### config.mk
export PLATFORM = sky130hd
export DESIGN_NAME = mem_arbiter_2x
export DESIGN_NICKNAME = d
export VERILOG_FILES = /design/src/rtl/mem_arb_pkg.sv /design/src/rtl/mem_bank.sv /design/src/rtl/mem_arbiter_2x.sv
export SDC_FILE = /design/constraint.sdc
export NUM_CORES = 1
export LEC_CHECK = 0
export CAP_MARGIN = 40
export CORE_UTILIZATION = 41
export DETAILED_ROUTE_END_ITERATION = 6
export PLACE_DENSITY = 0.73
export SYNTH_ARGS = -nofsm -noshare
export SYNTH_HDL_FRONTEND = slang
export SYNTH_SLANG_ARGS = --single-unit
### constraint.sdc
create_clock -name clk -period 1.99 [get_ports clk]
set_input_delay 0.199 -clock clk [delete_from_list [all_inputs] [get_ports clk]]
set_output_delay 0.199 -clock clk [all_outputs]
set_load 0.02 [all_outputs]
### src/rtl/mem_arb_pkg.sv
// mem_arb_pkg: shared state encoding, size defaults and direction constants for the two-port memory arbiter
package mem_arb_pkg;
   typedef enum logic [1:0] {
      IDLE   = 2'd0,
      SETUP  = 2'd1,
      ACCESS = 2'd2,
      RESP   = 2'd3
   } state_t;
   localparam int   WIDTH_DEF = 4;
   localparam int   DEPTH_DEF = 4;
   localparam logic RW_WRITE  = 1'b1;
   localparam logic RW_READ   = 1'b0;
endpackage

### src/rtl/mem_bank.sv
// mem_bank: DEPTH x WIDTH storage with synchronous write, combinational read and async clear
module mem_bank
   import mem_arb_pkg::*;
#(
   parameter int WIDTH = WIDTH_DEF,
   parameter int DEPTH = DEPTH_DEF
) (
   input  logic                     clk,
   input  logic                     reset,
   input  logic                     we,
   input  logic [$clog2(DEPTH)-1:0] addr,
   input  logic [WIDTH-1:0]         wdata,
   output logic [WIDTH-1:0]         rdata
);
   logic [WIDTH-1:0] mem [DEPTH];

   // clear every word on reset, otherwise commit the write on the clock edge
   always_ff @(posedge clk or negedge reset)
      if (!reset)
         for (int i = 0; i < DEPTH; i++) mem[i] <= '0;
      else if (we)
         mem[addr] <= wdata;

   assign rdata = mem[addr];
endmodule

### src/rtl/mem_arbiter_2x.sv
// mem_arbiter_2x: round-robin arbiter giving two requesters 4-cycle access to a private memory bank
module mem_arbiter_2x
   import mem_arb_pkg::*;
#(
   parameter int WIDTH = WIDTH_DEF,
   parameter int DEPTH = DEPTH_DEF
) (
   input  logic                     clk,
   input  logic                     reset,
   input  logic                     a_req,
   input  logic                     a_rw,
   input  logic [$clog2(DEPTH)-1:0] a_addr,
   input  logic [WIDTH-1:0]         a_wdata,
   output logic                     a_gnt,
   output logic                     a_done,
   output logic [WIDTH-1:0]         a_rdata,
   input  logic                     b_req,
   input  logic                     b_rw,
   input  logic [$clog2(DEPTH)-1:0] b_addr,
   input  logic [WIDTH-1:0]         b_wdata,
   output logic                     b_gnt,
   output logic                     b_done,
   output logic [WIDTH-1:0]         b_rdata,
   output logic                     busy
);
   localparam int AW = $clog2(DEPTH);

   state_t           state, state_nx;
   logic             last_b;
   logic             sel_b;
   logic             rw_q;
   logic [AW-1:0]    addr_q;
   logic [WIDTH-1:0] wdata_q;
   logic [WIDTH-1:0] mem_rdata;
   logic             pick_b;
   logic             start;
   logic             commit;

   // B wins when it is the only requester, or on a tie when A was served last
   assign pick_b = b_req & (~a_req | ~last_b);
   assign start  = (state == IDLE) & (a_req | b_req);
   assign commit = state == ACCESS;
   assign busy   = state != IDLE;

   // state register
   always_ff @(posedge clk or negedge reset)
      if (!reset) state <= IDLE;
      else        state <= state_nx;

   // only IDLE waits for a request; the remaining phases advance every cycle
   always_comb begin
      state_nx = IDLE;
      state_nx = state == IDLE   ? (start ? SETUP : IDLE) :
                 state == SETUP  ? ACCESS :
                 state == ACCESS ? RESP : IDLE;
   end

   // latch the winner's request, drive grants/done and capture read data
   always_ff @(posedge clk or negedge reset)
      if (!reset) begin
         last_b  <= 1'b1;
         sel_b   <= 1'b0;
         rw_q    <= RW_READ;
         addr_q  <= '0;
         wdata_q <= '0;
         a_gnt   <= 1'b0;
         b_gnt   <= 1'b0;
         a_done  <= 1'b0;
         b_done  <= 1'b0;
         a_rdata <= '0;
         b_rdata <= '0;
      end else begin
         if (start) begin
            sel_b   <= pick_b;
            rw_q    <= pick_b ? b_rw : a_rw;
            addr_q  <= pick_b ? b_addr : a_addr;
            wdata_q <= pick_b ? b_wdata : a_wdata;
            a_gnt   <= ~pick_b;
            b_gnt   <= pick_b;
         end
         if (state == RESP) begin
            a_gnt <= 1'b0;
            b_gnt <= 1'b0;
         end
         a_done <= commit & ~sel_b;
         b_done <= commit & sel_b;
         if (commit) begin
            last_b <= sel_b;
            if (rw_q == RW_READ && !sel_b) a_rdata <= mem_rdata;
            if (rw_q == RW_READ && sel_b)  b_rdata <= mem_rdata;
         end
      end

   mem_bank #(.WIDTH(WIDTH), .DEPTH(DEPTH)) u_bank (
      .clk   (clk),
      .reset (reset),
      .we    (commit & (rw_q == RW_WRITE)),
      .addr  (addr_q),
      .wdata (wdata_q),
      .rdata (mem_rdata)
   );
endmodule
==> results of run 1 <==
==> routing by layer <==
metal | up-vias | part of all wire [%] | track usage (%)
met4 | 0 | 3.2 | 12.0
met2 | 33 | 46 | 26.3
met3 | 7 | 4.2 | 4.62
li1 | 542 | - | -
met5 | - | 0 | 0
met1 | 517 | 47 | 20.3
==> cells in the mapped netlist, types with 2 or more instances <==
library cell	instances
sky130_fd_sc_hd__buf_2	3
sky130_fd_sc_hd__dfrtp_1	38
sky130_fd_sc_hd__ha_1	4
sky130_fd_sc_hd__inv_1	4
sky130_fd_sc_hd__mux2_2	21
sky130_fd_sc_hd__mux2i_1	15
sky130_fd_sc_hd__nand2_1	19
sky130_fd_sc_hd__nand4b_1	2
sky130_fd_sc_hd__o21ai_0	8
sky130_fd_sc_hd__o21ai_1	9
==> cells by family (layout without fill, tap and decap cells) <==
| family | Yosys count | in the layout |
|---|---|---|
| flip-flops | 39 | 39 |
| multiplexers | 36 | 36 |
| AND/OR/NAND/NOR | 30 | 30 |
| AO/OA/AOI/OAI | 19 | 19 |
| buffers and inverters | 9 | 44 |
| adder cells (fa/ha/maj) | 4 | 4 |
==> worst register-to-register path: stages (launching register included) <==
cell and delay [ns]:
sky130_fd_sc_hd__dfrtp_1 0.39, sky130_fd_sc_hd__inv_1 0.11, sky130_fd_sc_hd__ha_1 0.27, sky130_fd_sc_hd__nand2_1 0.09, sky130_fd_sc_hd__nor3_2 0.28, sky130_fd_sc_hd__mux2_2 0.38
==> final cells by class <==
| cell class | count | area [sq um] |
|---|---|---|
| sequential | 39 | 977 |
| fill | 324 | 1810 |
| clock buffer | 6 | 72.6 |
| timing repair buffer | 32 | 315 |
| clock inverter | 2 | 60.1 |
| inverter | 4 | 15.0 |
| multi-input combinational | 89 | 688 |
| tap | 50 | 62.6 |
==> worst paths after layout <==
path,to,cells after the start
worst max-delay path,busy,4
worst min-delay path,a_gnt,2
worst max register to register,u_bank.mem[13],5
worst min register to register,a_rdata[3],2
max in group asynchronous,last_b,2
min in group clk,a_rdata[3],2
==> per-stage QoR <==
stage / utilization, % / cells
floorplan: - / 137
global placement: 51.5 / 214
detailed placement: 51.5 / 214
CTS: 54.8 / 222
global route: 54.8 / 222
finish: 54.8 / 222
==> registers in the layout (all words and copies together), names as in the netlist <==
signal / cells
a_gnt: 1
rw_q: 1
wdata_q: 4
u_bank.mem: 16
last_b: 1
b_gnt: 1
state: 2
a_rdata: 4
b_done: 1
addr_q: 2
a_done: 1
b_rdata: 4
sel_b: 1
==> power by group <==
group          switching, mW  internal [mW]
logic                  0.574          0.673
registers              0.311           1.17
clock network          0.273          0.501
total                   1.16           2.34
==> results.cfg, run 1 <==
[yosys]
synth-warning-count = 0
post_synth_xor_area_fraction_pct = 0
post_synthesis_adder_cell_area_fraction_pct = 2.93
synth_async_reset_ratio_pct = 100
postSynthAreaPerCell_sq_um = 12.5
synthDominantCellAreaShare_pct = 55.6
synth.net_count = 159
post_synth_instance_area_sq_mm = 0.00171
dominantRegCellSynth = sky130_fd_sc_hd__dfrtp_1
yosysSeqAreaShare_pct = 57.1
yosys.area_share.simple_pct = 8.85
ys_types = 24
synth_seq_cells = 39
synth.area.top_cells = sky130_fd_sc_hd__dfrtp_1 56%, sky130_fd_sc_hd__mux2_2 14%, sky130_fd_sc_hd__mux2i_1 8.8%, sky130_fd_sc_hd__nand2_1 4.2%, sky130_fd_sc_hd__ha_1 2.9%
synth_top_family_by_area = multiplexers
synth_enable_flop_cells = 0
postSynthCellCount = 137
post-synth-top-area-cell = sky130_fd_sc_hd__dfrtp_1
synth_area_in_compound_gates_pct = 5.85
post_synth_mux_area_share_pct = 22.6

[power_and_ir_drop]
worst_ir_drop_vdd_uv = 894
total_power_per_unit_cell_area_mw_per_mm2 = 1600
p_leak_nw = 0.998
power_mw = 3.50

[drt]
drtPass1Iterations = 4
routed_via_density = 4.95
route.detailed.drc = 0
finalWirelength_um = 2960
antenna_left = 0
routed_wire_length_per_instance_um = 13.3
vias = 1099
drt_first_iter_violations = 39

[placed_design]
detailedPlacementHpwl_um = 2090
area_after_dpl_sq_mm = 0.00206
place.port_buffers = 30
placer_congestion = 0.753
detailedPlace.worstSlack_ns = 0.368

[critical_path]
r2r_start = state[0]
timing.critical_path.slowest_cell_delay_ns = 0.60
timing.critical_path.from = state[0]
setup.worst_path.end_class = output port
worst_path_required_ns = 1.79
crit_chain = inv_1, ha_1, inv_1, clkdlybuf4s50_1
rrSetupSlack_ns = 0.36
crit_type = flip-flop to output port
cp_bufs_invs = 3
worst_path_dominant_cell_family = buffers and inverters
timing.critical_path.arrival_ns = 1.64
critPathSlowestCell = sky130_fd_sc_hd__clkdlybuf4s50_1
cp_common_cell = sky130_fd_sc_hd__inv_1
crit_fanout = 3
cp-start-kind = flip-flop

[clocking]
clkSlewWorstSetupHoldPaths_ns = 0.07
cts.path.max_buffers = 2
clock_sink_total = 39
cts_repair_resize_count = 0
cts_buffers = 5
cts.root.buffer_cell = sky130_fd_sc_hd__clkbuf_8
clkLatencyLatePin_ns = 0.30
post-cts-setup-buffer-count = 0
cts.htree.levels = 2
tritoncts = yes
holdBufCountCts = 0

[die]
floorplan.initialDensity_pct = 42.8
boundaryPins = 31
chipWidth_um = 66.6
floorplan.rows = 23
fp.coreArea_sq_mm = 0.00400
dieArea_sq_mm = 0.00443
die_h_um = 66.6

[grt]
grt_start_max_net_pins = 40
grt_overflow_total = 0
grt_first_pass_wirelength_um = 5280
via_count_of_the_first_global_routing_pass = 1128
grt.total_usage_pct = 17.0
grt_antenna_before_repair = 0

[final_layout]
layout_common_cells = 38 x sky130_fd_sc_hd__dfrtp_1, 30 x sky130_fd_sc_hd__clkdlybuf4s50_1, 21 x sky130_fd_sc_hd__mux2_2, 19 x sky130_fd_sc_hd__nand2_1, 15 x sky130_fd_sc_hd__mux2i_1
num_antenna_cells = 0
layout-area-overhead-vs-synth_pct = 28.1
num-nets-final = 193
commonest_non_fill_non_tap_cell_in_the_layout = sky130_fd_sc_hd__dfrtp_1
layout-drive-gt1-share_pct = 20.3
stdcell_area_sq_mm = 0.00219

[timing]
grt_setup_unrepaired = false
hold_viol_final = 0
timing.setup.tns_ns = 0
holdWs_ns = 0.321
max_clock_freq_mhz = 543
worst_slew_pin_slew_ns = 0.588
final_min_period_ns = 1.84
post-route-period-util_pct = 92.6
setup_slack_ns = 0.147
slew_violations = 0
timing.max_slew.rel_slack_pct = 60.8
final_setup_viols = 0
worst_clock_skew_ns = 0.00689

[job]
maxCapViolations = 0

[status]
run_status = completed

[hold_path]
timing.hold.worst.class = primary input to asynchronous set/reset pin
(Power assumes the default switching activity.)
==> run 2, diff against run 1 <==
--- a/config.mk
+++ b/config.mk
@@ -8,6 +8,7 @@
 export CAP_MARGIN = 40
 export CORE_UTILIZATION = 41
 export DETAILED_ROUTE_END_ITERATION = 6
+export HOLD_SLACK_MARGIN = 0.15
 export PLACE_DENSITY = 0.73
 export SYNTH_ARGS = -nofsm -noshare
 export SYNTH_HDL_FRONTEND = slang
==> results of run 2 <==
Same layout as run 1: the final DEF is identical, and so are final timing and power.
